## src/rtl/xor_encrypt_packer.sv

```systemverilog
// Packs a 32-bit valid/ready word stream into zero-padded blocks for xor_encrypt.
// Each finished block is presented on code/key with a one-cycle valid_out strobe.
module packer_lane #(
    parameter int WORD_W = 32
) (
    input  logic [WORD_W-1:0] stage_word,
    input  logic [WORD_W-1:0] in_data,
    input  logic              sel,
    input  logic              keep,
    output logic [WORD_W-1:0] word
);
    always_comb begin
        word = '0;
        if (sel)       word = in_data;
        else if (keep) word = stage_word;
    end
endmodule

module xor_encrypt_packer #(
    parameter int WORD_W  = 32,
    parameter int BLOCK_W = 256,
    parameter int KEY_W   = 8
) (
    input  logic               clk,
    input  logic               rst_n,
    input  logic               en,
    input  logic [KEY_W-1:0]   key_in,
    input  logic               in_valid,
    output logic               in_ready,
    input  logic [WORD_W-1:0]  in_data,
    input  logic               in_last,
    output logic [BLOCK_W-1:0] code,
    output logic [KEY_W-1:0]   key,
    output logic               valid_out,
    output logic [3:0]         pad_words,
    output logic [15:0]        blk_cnt
);
    localparam int WORDS = BLOCK_W / WORD_W;
    localparam int IDX_W = (WORDS > 1) ? $clog2(WORDS) : 1;
    localparam logic [IDX_W-1:0] LAST_IDX = IDX_W'(WORDS - 1);
    localparam logic [3:0]       PAD_MAX  = 4'(WORDS - 1);

    typedef enum logic {IDLE, FILL} state_t;

    state_t                        state, state_nxt;
    logic [IDX_W-1:0]              idx, idx_nxt;
    logic [KEY_W-1:0]              key_stage;
    logic [WORDS-1:0][WORD_W-1:0]  stage;
    logic [WORDS-1:0][WORD_W-1:0]  merged;
    logic [WORDS-1:0]              sel, keep;
    logic                          accept, done;

    assign in_ready = en;
    assign accept   = in_valid && en;
    assign done     = accept && (idx == LAST_IDX || in_last);

    for (genvar w = 0; w < WORDS; w++) begin : g_sel
        assign sel[w]  = (idx == IDX_W'(w));
        assign keep[w] = (IDX_W'(w) < idx);
    end

    // Merged view: staged words below idx, the incoming word at idx, zeros above.
    packer_lane #(.WORD_W(WORD_W)) u_lane [WORDS-1:0] (
        .stage_word (stage),
        .in_data    (in_data),
        .sel        (sel),
        .keep       (keep),
        .word       (merged)
    );

    always_comb begin
        state_nxt = state;
        idx_nxt   = idx;
        if (done) begin
            state_nxt = IDLE;
            idx_nxt   = '0;
        end else if (accept) begin
            state_nxt = FILL;
            idx_nxt   = idx + 1'b1;
        end
    end

    always_ff @(posedge clk or negedge rst_n) begin
        if (!rst_n) begin
            state <= IDLE;
            idx   <= '0;
        end else begin
            state <= state_nxt;
            idx   <= idx_nxt;
        end
    end

    always_ff @(posedge clk or negedge rst_n) begin
        if (!rst_n) begin
            stage     <= '0;
            key_stage <= '0;
        end else if (done) begin
            stage <= '0;
        end else if (accept) begin
            stage[idx] <= in_data;
            if (state == IDLE) key_stage <= key_in;
        end
    end

    always_ff @(posedge clk or negedge rst_n) begin
        if (!rst_n) begin
            code      <= '0;
            key       <= '0;
            valid_out <= 1'b0;
            pad_words <= '0;
            blk_cnt   <= '0;
        end else begin
            valid_out <= done;
            if (done) begin
                code      <= merged;
                // A single-word block never latched key_stage, so take key_in directly.
                key       <= (state == IDLE) ? key_in : key_stage;
                pad_words <= PAD_MAX - 4'(idx);
                blk_cnt   <= blk_cnt + 16'd1;
            end
        end
    end
endmodule

```

## config.mk

```make
export PLATFORM = sky130hd
export DESIGN_NAME = xor_encrypt_packer
export DESIGN_NICKNAME = d
export VERILOG_FILES = /design/src/rtl/xor_encrypt_packer.sv
export SDC_FILE = /design/constraint.sdc
export NUM_CORES = 1
export LEC_CHECK = 0
export ABC_AREA = 1
export BUFFER_PORTS_ARGS = -buffer_cell sky130_fd_sc_hd__buf_2
export CAP_MARGIN = 20
export CORE_MARGIN = 1.5
export CORE_UTILIZATION = 55
export CTS_CLUSTER_SIZE = 16
export DETAILED_ROUTE_END_ITERATION = 6
export GPL_TIMING_DRIVEN = 0
export MAX_ROUTING_LAYER = met4
export PLACE_DENSITY = 0.75
export SLEW_MARGIN = 20
export SYNTH_ARGS = -nofsm -noshare
export SYNTH_HDL_FRONTEND = slang
export SYNTH_SLANG_ARGS = --single-unit
```

## constraint.sdc

```tcl
create_clock -name clk -period 3.6 [get_ports clk]
set_input_delay 0.36 -clock clk [delete_from_list [all_inputs] [get_ports clk]]
set_output_delay 0.36 -clock clk [all_outputs]
set_load 0.01 [all_outputs]
```

Yosys cells after proc, flatten, opt, wreduce, memory -nomap -nowiden
Index checks and enable logic that the tools add are counted.

word-level totals
  register bits = 553
  output and inout bits = 286

cells by class
  bitwise logic cells = 1
  equal/unequal tests = 7
  add/subtract/negate cells = 3
  multiplexer cells = 26
  order comparisons = 10
  reductions and logical operators = 7

operator list
  operator                                                           count
  two-way mux 32 bit                                                 17
  two-way mux 256 bit                                                2
  bitwise mux 256 bit                                                1
  demux 32 bit (select 3 bit)                                        1
  adder 16 x 1 -> 16 bit, second input constant                      1
  == test 3 bit, second input constant                               4
  less-than comparator 3 bit, first input constant                   4
  two-way mux 8 bit                                                  1
  == test 3 x 2 -> 1 bit, second input constant                      2
  less-than comparator 1 x 3 -> 1 bit, first input constant          2
  less-than comparator 2 x 3 -> 1 bit, first input constant          2
  two-way mux 3 bit                                                  2
  less-than comparator 3 x 4 -> 1 bit, second input constant         1
  subtractor 3 x 3 -> 4 bit, first input constant                    1
  adder 3 x 1 -> 3 bit, second input constant                        1
  == test 3 x 1 -> 1 bit, second input constant                      1
  greater-or-equal comparator 3 x 1 -> 1 bit, second input constant  1
  logical AND 1 bit                                                  3
  zero test 3 bit                                                    1
  two-way mux 1 bit                                                  2
  AND reduction 2 bit                                                1
  nonzero test 2 bit                                                 1
  logical OR 1 bit                                                   1
  inverter 1 bit                                                     1

Depth between registers and ports, before layout
Gate-level depths: netlist of the first run.

  depth in word-level cells = 7
  gate-level depth with buffers = 11
  gate-level depth less buffers = 10

Hierarchy
A second synthesis of the first run with hierarchy kept.

unflattened totals
  cell total of the unflattened synthesis = 3064
  area, all modules = 25443.2 µm²

by module, submodules not included
  module              area an instance (µm²)  cells an instance  instances
  xor_encrypt_packer  20988.9                 2208               1
  packer_lane         556.8                   107                8

Worst setup path after synthesis of the first run
OpenSTA, ideal clock, no wires.

  path kind = register to register
  start point = register idx[1]
  end point = register code[72]
  buffers on the path = 3
  clock period less this slack = 1863 ps
  path slack = 1737 ps
  required time = 3475 ps
  library setup time = 125 ps
  arrival = 1737 ps
  cell stages (with the launch flop) = 10
  cell sequence = dfrtp_1 -> ha_1 -> ha_1 -> nor2_2 -> nor2_4 -> buf_4 -> buf_8 -> buf_4 -> nor2_1 -> a21oi_1

between the ends
  word-level cells in the longest chain between the ends = 3

ends and longest elaborated chain
  what                                                                         line    text
  from (decl)                                                                  46      logic [IDX_W-1:0] idx, idx_nxt;
  from (signal assigned)                                                       89      idx <= idx_nxt;
  less-than comparator 2 x 3 -> 1 bit / == test 3 bit (equally long branches)  59, 55
  two-way mux 32 bit / logical OR 1 bit (equally long branches)                15, 55
  two-way mux 32 bit / logical AND 1 bit (equally long branches)               14, 55
  to (signal assigned)                                                         115     code <= merged;
  to (decl)                                                                    32      output logic [BLOCK_W-1:0] code,

Several ways; a longest one is shown, not always the timed one.
A chain may end at the register's enable or synchronous reset.

Worst setup path after layout of the first run
  start point = register idx[1]
  end point = register code[65]

Same word-level chain as after synthesis.

==> results of run 1 <==
kinds of logic (layout without fill, tap and decap cells):
logic type,Yosys count,count (layout)
fa+ha+maj,5,5
compound gates,766,766
other cells,1,2
simple gates,740,740
xor+xnor,9,9
flops,520,520
buf+inv,378,775
registers in the layout (all words and copies together), names as in the netlist:
register and cells:
state 1, key 8, stage 224, idx 3, valid_out 1, pad_words 3, key_stage 8, code 256
blk_cnt 16
per-layer routing:
layer	vias to the layer above	wire length (µm)
met1	9638	28700
met2	974	32700
li1	8814	-
met4	0	3460
met5	-	0
met3	203	6240
worst min path at each step:
stage,slack [ns],depth (start not counted),from,endpoint
2_1_floorplan,0.06,0,rst_n,blk_cnt[0]
3_3_place_gp,0.46,2,key[3],key[3]
3_5_place_dp,0.36,1,rst_n,code[166]
4_1_cts,0.11,5,key_in[1],key[1]
5_1_grt,0.17,5,key_in[2],key[2]
6_report,0.14,5,key_in[1],key[1]
power groups by stage:
stage	sequential, µW	clock, µW	combinational (µW)
floorplan	7450	0	1440
global placement	7270	0	2980
detailed placement	7300	0	3070
CTS	7200	5390	3100
global route	7300	5610	3410
finish	7230	5360	3120
tightest hold or removal path: cells and delay by family:
family | cells | cell delay (ns)
and+or+nand+nor | 3 | 0.15
buffers and inverters | 1 | 0.08
AOI/OAI and AO/OA | 1 | 0.09
stage by stage:
stage / utilization (%) / total power, µW / instances
after global routing: 65.6 / 16300 / 3342
after floorplan: - / 8880 / 2419
final: 65.6 / 15700 / 3342
after detailed placement: 61.4 / 10400 / 3247
after global placement: 61.0 / 10200 / 3241
after CTS: 65.6 / 15700 / 3341
final cells by class:
type / instances / area, µm² / share of cell area (%)
repair buffers: 304 / 1670 / 6.44
plain buffers: 214 / 1050 / 4.06
inverters: 164 / 618 / 2.38
flip-flops and latches: 520 / 13000 / 50.1
clock inverters: 16 / 140 / 0.540
clock buffers: 77 / 1520 / 5.84
multi-input cells: 1521 / 7290 / 28.1
diodes: 1 / 2.50 / 0.00964
well taps: 525 / 657 / 2.53
placed cells by master, fill, tap and decap left out, drive strengths merged, types with 31 or more instances in the layout:
cell    Yosys  routed
buf       124     427
clkbuf     90     167
nor2      216     216
dfrtp     520     520
o22ai      65      65
nand2     445     445
nand4      67      67
inv       164     166
a31oi      65      65
o21ai     377     377
o22a       31      31
a21oi     227     227
==> impl_results.html, run 1 <==
<table>
<tr><th>Metric</th><th>Value</th></tr>
<tr><th colspan="2">GRT</th></tr>
<tr><td>Vias in the first global route</td><td>19200</td></tr>
<tr><td>Antenna violations before repair</td><td>2</td></tr>
<tr><td>Largest net degree at the start of global routing</td><td>93</td></tr>
<tr><td>Global Route Usage Sum</td><td>between 30% and 40%</td></tr>
<tr><td>Fraction of met3 tracks used by global routing</td><td>7.69%</td></tr>
<tr><td>Met2 Track Usage GR</td><td>53.9%</td></tr>
<tr><td>Top Usage Layer GRT</td><td>met2</td></tr>
<tr><td>Global route total overflow</td><td>0</td></tr>
<tr><td>Global routing usage on met1</td><td>46.3%</td></tr>
<tr><td>Wire length of the first global-routing pass</td><td>approximately 110000 µm</td></tr>
<tr><th colspan="2">Pwr</th></tr>
<tr><td>Leakage power of the design</td><td>0.0122 µW</td></tr>
<tr><td>Power density over cell area</td><td>605 nW/µm²</td></tr>
<tr><td>Gate power share</td><td>19.9%</td></tr>
<tr><td>Switching fraction of total power</td><td>31.5%</td></tr>
<tr><td>Int Pwr</td><td>about 11000 µW</td></tr>
<tr><td>Seq pwr share</td><td>around 46%</td></tr>
<tr><td>Max IR drop VDD</td><td>0.000471 V</td></tr>
<tr><td>Clock share of power</td><td>34.1%</td></tr>
<tr><td>Power dissipated by switching net loads</td><td>slightly below 5000 µW</td></tr>
<tr><th colspan="2">Placed design</th></tr>
<tr><td>Global placement routability congestion</td><td>0.939</td></tr>
<tr><td>Area of placed instances</td><td>24300 µm²</td></tr>
<tr><td>Setup WS pre-CTS</td><td>between 1 and 1.5 ns</td></tr>
<tr><td>Quantity of I/O buffers inserted on ports</td><td>between 200 and 300</td></tr>
<tr><td>Detailed placement HPWL</td><td>between 50000 and 60000 µm</td></tr>
<tr><th colspan="2">Yosys</th></tr>
<tr><td>Syn avg cell area</td><td>9.08 µm²</td></tr>
<tr><td>Total of warnings raised by yosys</td><td>0</td></tr>
<tr><td>Flops &amp; latches, synth</td><td>520</td></tr>
<tr><td>Cell area after synthesis</td><td>between 20000 and 25000 µm²</td></tr>
<tr><td>Adder-Cell Fraction of Synth Area</td><td>0.285%</td></tr>
<tr><td>EDFF count, synth</td><td>0</td></tr>
<tr><td>Dominant cell by count in the synthesized netlist</td><td>dfrtp_1</td></tr>
<tr><td>Post-synthesis compound-gate area fraction</td><td>roughly a fifth</td></tr>
<tr><td>Leading post-synthesis cells by instance count</td><td>520 x dfrtp_1, 441 x nand2_1, 294 x o21ai_0</td></tr>
<tr><td>Largest cells by area after synthesis</td><td>dfrtp_1 59%, nand2_1 7.5%, o21ai_0 6.7%</td></tr>
<tr><td>Cell type with the largest total area after synthesis</td><td>dfrtp_1</td></tr>
<tr><td>Fraction of synthesized cell area taken by the top area cell type</td><td>59.2%</td></tr>
<tr><td>Async S/R FF share, synth</td><td>100%</td></tr>
<tr><td>Synthesized netlist cell count</td><td>roughly 2400</td></tr>
<tr><td>Count of distinct cell types in the synthesized netlist</td><td>32</td></tr>
<tr><td>Parity-gate share of the synthesized area counting xor and xnor cells</td><td>0.359%</td></tr>
<tr><td>Share of synthesized area occupied by flip-flops and latches</td><td>about three fifths</td></tr>
<tr><td>Main combinational cell family by area after synthesis</td><td>compound AO/OA/AOI/OAI gates</td></tr>
<tr><td>Synth Net Count</td><td>roughly 2500</td></tr>
<tr><td>Fraction of synthesized area in multiplexers</td><td>0%</td></tr>
<tr><td>Post-synthesis simple-gate area fraction</td><td>13.7%</td></tr>
<tr><td>Synth Flop Type</td><td>dfrtp_1</td></tr>
<tr><th colspan="2">Routing</th></tr>
<tr><td>WL per Instance</td><td>21.3 µm</td></tr>
<tr><td>Number of iterations in the first detailed-routing pass</td><td>5</td></tr>
<tr><td>Total wire length</td><td>71100 µm</td></tr>
<tr><td>Vias after detailed routing</td><td>19600</td></tr>
<tr><td>Via-per-instance ratio</td><td>about 5.9</td></tr>
<tr><td>Iteration-0 DRC Markers</td><td>1756</td></tr>
<tr><td>Count of antenna-violating nets left after detailed routing</td><td>0</td></tr>
<tr><td>DRC violations left</td><td>0</td></tr>
<tr><th colspan="2">STA</th></tr>
<tr><td>Pin slew with the least headroom to its limit</td><td>0.748 ns</td></tr>
<tr><td>Worst relative slew slack</td><td>50.1%</td></tr>
<tr><td>Number of failing setup endpoints in the final timing report</td><td>0</td></tr>
<tr><td>Max Fclk</td><td>397 MHz</td></tr>
<tr><td>Pins Over Slew Limit</td><td>0</td></tr>
<tr><td>Worst Clk Skew</td><td>roughly 0.028 ns</td></tr>
<tr><td>Period Utilization, post-route</td><td>69.9%</td></tr>
<tr><td>Hold Fails Final Rpt</td><td>0</td></tr>
<tr><td>Setup TNS</td><td>0 ns</td></tr>
<tr><td>Final critical-path required period</td><td>2.52 ns</td></tr>
<tr><td>Unrepaired setup endpoints after global routing</td><td>false</td></tr>
<tr><td>Worst hold margin</td><td>0.137 ns</td></tr>
<tr><td>PnR worst setup slack</td><td>1.08 ns</td></tr>
<tr><th colspan="2">Clock tree</th></tr>
<tr><td>Clock buffer count from CTS</td><td>52</td></tr>
<tr><td>Worst-skew pair later-pin latency</td><td>0.60 ns</td></tr>
<tr><td>TritonCTS clock tree</td><td>built</td></tr>
<tr><td>Cts hold-fix bufs</td><td>1</td></tr>
<tr><td>Bufs on Longest Clock Path</td><td>3</td></tr>
<tr><td>Post-CTS resize count</td><td>0</td></tr>
<tr><td>CTS H-tree depth</td><td>2</td></tr>
<tr><td>Total number of clock tree sinks</td><td>520</td></tr>
<tr><td>Cell at the root of the clock tree</td><td>clkbuf_16</td></tr>
<tr><td>Buffer count from post-CTS setup fixing</td><td>0</td></tr>
<tr><td>Clock input transition at the sequential cells of the worst setup and hold paths</td><td>0.06 ns</td></tr>
<tr><th colspan="2">Worst setup path</th></tr>
<tr><td>Nature of the critical path startpoint</td><td>register</td></tr>
<tr><td>Crit. path cell count</td><td>8</td></tr>
<tr><td>Data required time of the critical path</td><td>4.11 ns</td></tr>
<tr><td>Path type of the worst setup path</td><td>reg2reg</td></tr>
<tr><td>CP endpoint kind</td><td>register</td></tr>
<tr><td>Count of buffer and inverter cells on the critical path</td><td>2</td></tr>
<tr><td>Crit. Startpoint</td><td>idx[1]</td></tr>
<tr><td>Worst path cell trace</td><td>ha_1 -&gt; ha_1 -&gt; nor2_2 -&gt; nor2_4 -&gt; buf_2 -&gt; buf_2 -&gt; nor2_1 -&gt; a21oi_1</td></tr>
<tr><td>Source of the worst register-to-register timing path</td><td>idx[1]</td></tr>
<tr><td>Critical path capture point</td><td>code[65]</td></tr>
<tr><td>Dominant delay contributor by cell family on the critical path</td><td>buffers and inverters</td></tr>
<tr><td>Crit Path Max Fanout</td><td>10</td></tr>
<tr><td>Slowest stage cell on the critical path</td><td>dfrtp_1</td></tr>
<tr><td>Depth of the worst register-to-register path</td><td>8</td></tr>
<tr><td>Worst reg2reg setup slack</td><td>1.08 ns</td></tr>
<tr><td>Data arrival time at the worst-slack endpoint</td><td>3.02 ns</td></tr>
<tr><td>Worst path max stage delay</td><td>0.59 ns</td></tr>
<tr><td>Endpoint of the worst-slack reg-to-reg timing path</td><td>code[65]</td></tr>
<tr><th colspan="2">Floorplan</th></tr>
<tr><td>I/O pin total</td><td>331</td></tr>
<tr><td>Number of cell rows</td><td>73</td></tr>
<tr><td>Floorplan die width</td><td>203 µm</td></tr>
<tr><td>Die outline area</td><td>41200 µm²</td></tr>
<tr><td>Area of the core</td><td>39500 µm²</td></tr>
<tr><td>Die Ht</td><td>203 µm</td></tr>
<tr><td>Initial core utilization</td><td>55.6%</td></tr>
<tr><th colspan="2">Layout</th></tr>
<tr><td>Number of nets in the finished design</td><td>2827</td></tr>
<tr><td>Filler Cell Count</td><td>3280</td></tr>
<tr><td>Proportion of layout cells with a drive suffix above 1</td><td>18.7%</td></tr>
<tr><td>Synthesis-to-layout area growth</td><td>18.1%</td></tr>
<tr><td>Fin area</td><td>26000 µm²</td></tr>
<tr><th colspan="2">Job</th></tr>
<tr><td>Max Cap Viol</td><td>0</td></tr>
<tr><th colspan="2">Hold path</th></tr>
<tr><td>Worst min-delay path class</td><td>in2reg</td></tr>
<tr><th colspan="2">Status</th></tr>
<tr><td>Result of the run</td><td>finished clean</td></tr>
</table>
Note: power is estimated with default switching activity, not from simulation.
==> run 2, diff against run 1 <==
--- a/config.mk
+++ b/config.mk
@@ -9,7 +9,7 @@
 export BUFFER_PORTS_ARGS = -buffer_cell sky130_fd_sc_hd__buf_2
 export CAP_MARGIN = 20
 export CORE_MARGIN = 1.5
-export CORE_UTILIZATION = 55
+export CORE_UTILIZATION = 52
 export CTS_CLUSTER_SIZE = 16
 export DETAILED_ROUTE_END_ITERATION = 6
 export GPL_TIMING_DRIVEN = 0
==> constraint.sdc (replaced) <==
create_clock -name clk -period 2.1 [get_ports clk]
set_input_delay 0.21 -clock clk [delete_from_list [all_inputs] [get_ports clk]]
set_output_delay 0.21 -clock clk [all_outputs]
set_load 0.01 [all_outputs]
==> impl_results.html, run 2 (synthesized netlist as in run 1, its figures left out) <==
<table>
<tr><th>Metric</th><th>Value</th></tr>
<tr><th colspan="2">Floorplan</th></tr>
<tr><td>Number of cell rows</td><td>75</td></tr>
<tr><td>Initial core utilization</td><td>52.5%</td></tr>
<tr><td>Die Ht</td><td>between 200 and 250 µm</td></tr>
<tr><td>I/O pin total</td><td>between 300 and 400</td></tr>
<tr><td>Area of the core</td><td>41900 µm²</td></tr>
<tr><td>Floorplan die width</td><td>209 µm</td></tr>
<tr><td>Die outline area</td><td>43500 µm²</td></tr>
<tr><th colspan="2">STA</th></tr>
<tr><td>Worst hold margin</td><td>between 0.03 and 0.04 ns</td></tr>
<tr><td>Period Utilization, post-route</td><td>between 90% and 100%</td></tr>
<tr><td>Setup TNS</td><td>0 ns</td></tr>
<tr><td>Hold Fails Final Rpt</td><td>0</td></tr>
<tr><td>Worst relative slew slack</td><td>40.1%</td></tr>
<tr><td>Worst Clk Skew</td><td>0.0125 ns</td></tr>
<tr><td>Number of failing setup endpoints in the final timing report</td><td>0</td></tr>
<tr><td>Pins Over Slew Limit</td><td>0</td></tr>
<tr><td>Max Fclk</td><td>slightly below 500 MHz</td></tr>
<tr><td>Final critical-path required period</td><td>2.08 ns</td></tr>
<tr><td>Unrepaired setup endpoints after global routing</td><td>true</td></tr>
<tr><td>Pin slew with the least headroom to its limit</td><td>around 0.9 ns</td></tr>
<tr><th colspan="2">GRT</th></tr>
<tr><td>Global Route Usage Sum</td><td>34.5%</td></tr>
<tr><td>Largest net degree at the start of global routing</td><td>approximately 100</td></tr>
<tr><td>Global route total overflow</td><td>0</td></tr>
<tr><td>Vias in the first global route</td><td>19700</td></tr>
<tr><td>Antenna violations before repair</td><td>1</td></tr>
<tr><td>Wire length of the first global-routing pass</td><td>112000 µm</td></tr>
<tr><th colspan="2">Job</th></tr>
<tr><td>Max Cap Viol</td><td>0</td></tr>
<tr><th colspan="2">Routing</th></tr>
<tr><td>Count of antenna-violating nets left after detailed routing</td><td>0</td></tr>
<tr><td>Iteration-0 DRC Markers</td><td>2173</td></tr>
<tr><td>Number of iterations in the first detailed-routing pass</td><td>7</td></tr>
<tr><td>Via-per-instance ratio</td><td>5.88</td></tr>
<tr><td>Vias after detailed routing</td><td>between 15000 and 20000</td></tr>
<tr><td>WL per Instance</td><td>21.6 µm</td></tr>
<tr><td>DRC violations left</td><td>0</td></tr>
<tr><td>Total wire length</td><td>72900 µm</td></tr>
<tr><th colspan="2">Pwr</th></tr>
<tr><td>Leakage power of the design</td><td>approximately 0.012 µW</td></tr>
<tr><td>Max IR drop VDD</td><td>0.000663 V</td></tr>
<tr><td>Total power</td><td>27900 µW</td></tr>
<tr><td>Power density over cell area</td><td>1060 nW/µm²</td></tr>
<tr><th colspan="2">Placed design</th></tr>
<tr><td>Detailed placement HPWL</td><td>52800 µm</td></tr>
<tr><td>Quantity of I/O buffers inserted on ports</td><td>297</td></tr>
<tr><td>Global placement routability congestion</td><td>between 0.9 and 1</td></tr>
<tr><th colspan="2">Layout</th></tr>
<tr><td>Synthesis-to-layout area growth</td><td>20.2%</td></tr>
<tr><td>Area of the multi-input gates</td><td>7320 µm²</td></tr>
<tr><td>Proportion of layout cells with a drive suffix above 1</td><td>20.0%</td></tr>
<tr><td>Number of flip-flops under the largest register name</td><td>256</td></tr>
<tr><td>Area taken by flip-flops and latches</td><td>13000 µm²</td></tr>
<tr><td>Largest reg by FF count</td><td>code</td></tr>
<tr><td>Most common cell after layout, fill and taps aside</td><td>dfrtp_1</td></tr>
<tr><td>Number of nets in the finished design</td><td>between 2000 and 3000</td></tr>
<tr><td>Commonest non-fill, non-tap cells in the layout</td><td>519 x dfrtp_1, 439 x nand2_1, 367 x buf_2</td></tr>
<tr><td>Filler Cell Count</td><td>3503</td></tr>
<tr><td>Largest regs</td><td>code: 256 flops, stage: 224 flops, blk_cnt: 16 flops</td></tr>
<tr><th colspan="2">Worst setup path</th></tr>
<tr><td>Path type of the worst setup path</td><td>reg2reg</td></tr>
<tr><td>Most frequent cell on the critical path</td><td>nor2_4</td></tr>
<tr><td>Data arrival time at the worst-slack endpoint</td><td>around 2.6 ns</td></tr>
<tr><td>Worst path max stage delay</td><td>0.45 ns</td></tr>
<tr><td>Slowest stage cell on the critical path</td><td>dfrtp_2</td></tr>
<tr><td>Crit Path Max Fanout</td><td>10</td></tr>
<tr><td>Nature of the critical path startpoint</td><td>register</td></tr>
<tr><td>Data required time of the critical path</td><td>2.58 ns</td></tr>
<tr><td>Worst path cell trace</td><td>ha_1 -&gt; ha_2 -&gt; nor2_4 -&gt; nor2_4 -&gt; buf_12 -&gt; buf_4 -&gt; o21ai_0 -&gt; o22a_1</td></tr>
<tr><td>CP endpoint kind</td><td>register</td></tr>
<tr><th colspan="2">Clock tree</th></tr>
<tr><td>Worst-skew pair later-pin latency</td><td>0.61 ns</td></tr>
<tr><td>Clock input transition at the sequential cells of the worst setup and hold paths</td><td>0.07 ns</td></tr>
<tr><td>TritonCTS clock tree</td><td>built</td></tr>
<tr><td>Cell at the root of the clock tree</td><td>clkbuf_16</td></tr>
<tr><td>Clock buffer count from CTS</td><td>53</td></tr>
<tr><td>CTS H-tree depth</td><td>2</td></tr>
<tr><td>Bufs on Longest Clock Path</td><td>3</td></tr>
<tr><td>Total number of clock tree sinks</td><td>520</td></tr>
<tr><th colspan="2">Status</th></tr>
<tr><td>Result of the run</td><td>finished clean</td></tr>
<tr><th colspan="2">Hold path</th></tr>
<tr><td>Worst min-delay path class</td><td>in2reg</td></tr>
</table>
## run 2: changes by cell type in the layout (fill, tap and decap cells not counted), sizes merged
cell,change
buf,-2
clkinvlp,+2
inv,-1
dlygate4sd3,+7
bufinv,+4
clkinv,-2
clkbuf,+5
## run 2: worst paths after layout
check	startpoint	to	cells after the start	slack, ns
worst min-delay path	key_in[4]	key[4]	5	0.04
worst min register to register	code[232]	code[232]	2	0.48
max in group asynchronous	rst_n	blk_cnt[10]	4	0.66
worst max-delay path	idx[1]	code[186]	8	0.02
min in group asynchronous	rst_n	code[231]	2	0.18
worst max register to register	idx[1]	code[186]	8	0.02
## run 2: per-layer routing
layer / part of all wire [%] / GRT usage (%) / wire length, µm / vias to the layer above
met5: 0 / - / 0 / -
li1: - / - / - / 8848
met1: 39 / 43.5 / 28400 / 9752
met4: 5.4 / 17.8 / 3930 / 0
met2: 46 / 52.3 / 33900 / 985
met3: 9.2 / 8.29 / 6700 / 223
## run 2: critical path: cells and delay by family (launching register included)
family                     cells  cell delay (ns)
AOI/OAI and AO/OA              2             0.35
adders and majority gates      2             0.42
and+or+nand+nor                2             0.32
buffers and inverters          2             0.41
DFF                            1             0.45
## run 2: cell type report
cell class	instances	area share, %
sequential	520	49.3
multi-input combinational	1521	27.7
timing repair buffer	315	6.63
clock buffer	77	5.98
buffer	213	4.51
tap	539	2.55
inverter	164	2.37
clock inverter	19	0.976
antenna	1	0.00947
## run 2: power breakdown
part           leakage [µW]  switching, µW  internal, µW
registers           0.00676            894         11500
logic               0.00476           3690          1870
clock network      0.000905           4070          5940
## run 2: through the flow
step                instances  cell area [µm²]  util (%)  setup WS (ns)
floorplan                2419            22000         -          0.237
finish                   3369            26400      63.1         0.0215
detailed placement       3260            24300      58.0         -0.307
global placement         3255            24100      57.7          -9.54
CTS                      3365            26300      62.9       -0.00131
global route             3369            26400      63.1        -0.0256
## run 2: repair_timing
item,CTS,global route
hold buffers,8,0
endpoints found under the setup margin,456,409
buffers inserted,2,3
hold endpoints to repair,82,0
resized for setup,57,47
pin swaps,1,5
==> run 3, diff against run 2 <==
--- a/config.mk
+++ b/config.mk
@@ -8,12 +8,11 @@
 export ABC_AREA = 1
 export BUFFER_PORTS_ARGS = -buffer_cell sky130_fd_sc_hd__buf_2
 export CAP_MARGIN = 20
-export CORE_MARGIN = 1.5
+export CORE_MARGIN = 3
 export CORE_UTILIZATION = 52
 export CTS_CLUSTER_SIZE = 16
 export DETAILED_ROUTE_END_ITERATION = 6
 export GPL_TIMING_DRIVEN = 0
-export MAX_ROUTING_LAYER = met4
 export PLACE_DENSITY = 0.75
 export SLEW_MARGIN = 20
 export SYNTH_ARGS = -nofsm -noshare
==> impl_results.html, run 3 (synthesized netlist as in run 1, its figures left out) <==
<table>
<tr><th>Metric</th><th>Value</th></tr>
<tr><th colspan="2">Placed design</th></tr>
<tr><td>Quantity of I/O buffers inserted on ports</td><td>a little under 300</td></tr>
<tr><td>Global placement routability congestion</td><td>0.931</td></tr>
<tr><td>Detailed placement HPWL</td><td>53000 µm</td></tr>
<tr><td>Area of placed instances</td><td>24300 µm²</td></tr>
<tr><th colspan="2">STA</th></tr>
<tr><td>Pin slew with the least headroom to its limit</td><td>0.828 ns</td></tr>
<tr><td>Pins Over Slew Limit</td><td>0</td></tr>
<tr><td>Worst Clk Skew</td><td>0.0183 ns</td></tr>
<tr><td>Hold Fails Final Rpt</td><td>0</td></tr>
<tr><td>Number of failing setup endpoints in the final timing report</td><td>0</td></tr>
<tr><td>Period Utilization, post-route</td><td>98.9%</td></tr>
<tr><td>Worst hold margin</td><td>a little under 0.09 ns</td></tr>
<tr><td>Worst relative slew slack</td><td>44.8%</td></tr>
<tr><td>Final critical-path required period</td><td>a little over 2 ns</td></tr>
<tr><td>Max Fclk</td><td>481 MHz</td></tr>
<tr><td>Setup TNS</td><td>0 ns</td></tr>
<tr><th colspan="2">Layout</th></tr>
<tr><td>Number of flip-flops under the largest register name</td><td>256</td></tr>
<tr><td>Area taken by flip-flops and latches</td><td>about 13000 µm²</td></tr>
<tr><td>Proportion of layout cells with a drive suffix above 1</td><td>20.2%</td></tr>
<tr><td>Number of nets in the finished design</td><td>2839</td></tr>
<tr><td>Largest reg by FF count</td><td>code</td></tr>
<tr><td>Filler Cell Count</td><td>approximately 3500</td></tr>
<tr><td>Area of the multi-input gates</td><td>7350 µm²</td></tr>
<tr><td>Commonest non-fill, non-tap cells in the layout</td><td>519 x dfrtp_1, 436 x nand2_1, 370 x buf_2</td></tr>
<tr><td>Fin area</td><td>26400 µm²</td></tr>
<tr><td>Number of antenna repair diodes</td><td>0</td></tr>
<tr><td>Most common cell after layout, fill and taps aside</td><td>dfrtp_1</td></tr>
<tr><td>Synthesis-to-layout area growth</td><td>20.2%</td></tr>
<tr><td>Largest regs</td><td>code: 256 flops, stage: 224 flops, blk_cnt: 16 flops</td></tr>
<tr><th colspan="2">Routing</th></tr>
<tr><td>Count of antenna-violating nets left after detailed routing</td><td>0</td></tr>
<tr><td>WL per Instance</td><td>21.5 µm</td></tr>
<tr><td>Total wire length</td><td>just over 70000 µm</td></tr>
<tr><td>Iteration-0 DRC Markers</td><td>2025</td></tr>
<tr><td>Via-per-instance ratio</td><td>5.84</td></tr>
<tr><td>Vias after detailed routing</td><td>a little under 20000</td></tr>
<tr><td>Number of iterations in the first detailed-routing pass</td><td>6</td></tr>
<tr><td>DRC violations left</td><td>0</td></tr>
<tr><th colspan="2">Worst setup path</th></tr>
<tr><td>Data arrival time at the worst-slack endpoint</td><td>about 2.6 ns</td></tr>
<tr><td>Nature of the critical path startpoint</td><td>register</td></tr>
<tr><td>Count of buffer and inverter cells on the critical path</td><td>3</td></tr>
<tr><td>Worst path cell trace</td><td>ha_1 -&gt; ha_2 -&gt; nor2_4 -&gt; nor2_4 -&gt; buf_6 -&gt; buf_8 -&gt; buf_4 -&gt; nor2_1 -&gt; a21oi_1</td></tr>
<tr><td>Crit Path Max Fanout</td><td>10</td></tr>
<tr><td>Slowest stage cell on the critical path</td><td>dfrtp_2</td></tr>
<tr><td>Most frequent cell on the critical path</td><td>nor2_4</td></tr>
<tr><td>Data required time of the critical path</td><td>~2.6 ns</td></tr>
<tr><td>Dominant delay contributor by cell family on the critical path</td><td>buffers and inverters</td></tr>
<tr><td>Path type of the worst setup path</td><td>reg2reg</td></tr>
<tr><td>CP endpoint kind</td><td>register</td></tr>
<tr><td>Worst path max stage delay</td><td>0.44 ns</td></tr>
<tr><th colspan="2">Pwr</th></tr>
<tr><td>Total power</td><td>~28000 µW</td></tr>
<tr><td>Seq pwr share</td><td>around 45%</td></tr>
<tr><td>Leakage power of the design</td><td>0.0124 µW</td></tr>
<tr><td>Int Pwr</td><td>19100 µW</td></tr>
<tr><td>Power density over cell area</td><td>1050 nW/µm²</td></tr>
<tr><td>Max IR drop VDD</td><td>0.00105 V</td></tr>
<tr><td>Switching fraction of total power</td><td>31.1%</td></tr>
<tr><td>Clock share of power</td><td>a little over a third</td></tr>
<tr><td>Gate power share</td><td>20.1%</td></tr>
<tr><td>Power dissipated by switching net loads</td><td>around 8600 µW</td></tr>
<tr><th colspan="2">Floorplan</th></tr>
<tr><td>I/O pin total</td><td>331</td></tr>
<tr><td>Area of the core</td><td>41300 µm²</td></tr>
<tr><td>Number of cell rows</td><td>74</td></tr>
<tr><td>Initial core utilization</td><td>53.2%</td></tr>
<tr><td>Floorplan die width</td><td>around 210 µm</td></tr>
<tr><td>Die Ht</td><td>212 µm</td></tr>
<tr><td>Die outline area</td><td>44800 µm²</td></tr>
<tr><th colspan="2">GRT</th></tr>
<tr><td>Global Route Usage Sum</td><td>32.0%</td></tr>
<tr><td>Vias in the first global route</td><td>19600</td></tr>
<tr><td>Wire length of the first global-routing pass</td><td>approximately 110000 µm</td></tr>
<tr><td>Largest net degree at the start of global routing</td><td>104</td></tr>
<tr><td>Antenna violations before repair</td><td>1</td></tr>
<tr><td>Global route total overflow</td><td>0</td></tr>
<tr><th colspan="2">Clock tree</th></tr>
<tr><td>Cell at the root of the clock tree</td><td>clkbuf_16</td></tr>
<tr><td>CTS H-tree depth</td><td>2</td></tr>
<tr><td>Bufs on Longest Clock Path</td><td>3</td></tr>
<tr><td>Worst-skew pair later-pin latency</td><td>0.61 ns</td></tr>
<tr><td>TritonCTS clock tree</td><td>built</td></tr>
<tr><td>Clock input transition at the sequential cells of the worst setup and hold paths</td><td>0.06 ns</td></tr>
<tr><td>Clock buffer count from CTS</td><td>53</td></tr>
<tr><td>Total number of clock tree sinks</td><td>520</td></tr>
<tr><th colspan="2">Status</th></tr>
<tr><td>Result of the run</td><td>finished clean</td></tr>
<tr><th colspan="2">Job</th></tr>
<tr><td>Max Cap Viol</td><td>0</td></tr>
<tr><th colspan="2">Hold path</th></tr>
<tr><td>Worst min-delay path class</td><td>in2async</td></tr>
</table>
==> run 3: cell count changes in the layout (fill, tap and decap cells not counted), sizes merged <==
cell         before  now
bufinv            6    4
diode             1    0
dlygate4sd3       8    9
buf             425  423
clkinvlp          3    2
clkinv            9   11
inv             165  164
clkbuf          172  176
==> run 3: power groups by stage <==
stage	sequential (µW)	combinational [µW]	clock (µW)
final	12300	5570	9760
after global routing	12500	6080	10300
after CTS	12300	5450	9840
after detailed placement	12500	5330	0
after global placement	12400	5160	0
after floorplan	12800	2460	0
==> run 3: layout make-up <==
class                           count  share of cell area [%]
Buffer                            213                    4.48
Tap cell                          532                    2.52
Inverter                          164                    2.37
Clock inverter                     17                   0.725
Timing Repair Buffer              316                    6.67
Multi-Input combinational cell   1521                    27.8
Sequential cell                   520                    49.3
Clock buffer                       79                    6.09
==> run 3: path summary, 6_finish.rpt <==
path                            slack (ns)        start  cells after the start          end
worst max-delay path                  0.02       idx[1]                      9     code[76]
worst min-delay path                  0.09        rst_n                      2  blk_cnt[13]
worst max register to register        0.02       idx[1]                      9     code[76]
worst min register to register        0.48     code[11]                      2     code[11]
max in group asynchronous             0.77        rst_n                      4    code[127]
min in group clk                      0.12  in_data[18]                      3    code[114]
==> run 3: per-layer routing <==
layer,vias up,GRT usage [%],routed length (µm)
met5,-,0,17
met3,217,8.54,6850
met4,2,17.3,4180
met1,9683,41.0,28000
met2,891,50.1,33400
li1,8850,-,-
==> run 3: timing repair <==
item                                    CTS  global route
setup buffers                             4             1
resized for setup                        29           101
hold buffers                              9             0
endpoints found under the setup margin  438           404
cloned                                    0             0
pin swaps                                 1             8
hold endpoints to repair                453             0
==> run 3: per-stage QoR <==
stage | setup slack, ns | utilization [%] | cells
floorplan | 0.237 | - | 2419
global placement | -9.54 | 58.4 | 3248
detailed placement | -0.337 | 58.8 | 3253
CTS | 0.00209 | 63.6 | 3361
global route | -0.00404 | 63.9 | 3362
finish | 0.0225 | 63.9 | 3362
==> run 3: worst register-to-register path, cell delays in order, from the launching register on <==
cell,delay (ns)
dfrtp_2,0.44
ha_1,0.17
ha_2,0.22
nor2_4,0.08
nor2_4,0.23
buf_6,0.21
buf_8,0.21
buf_4,0.23
nor2_1,0.06
a21oi_1,0.15
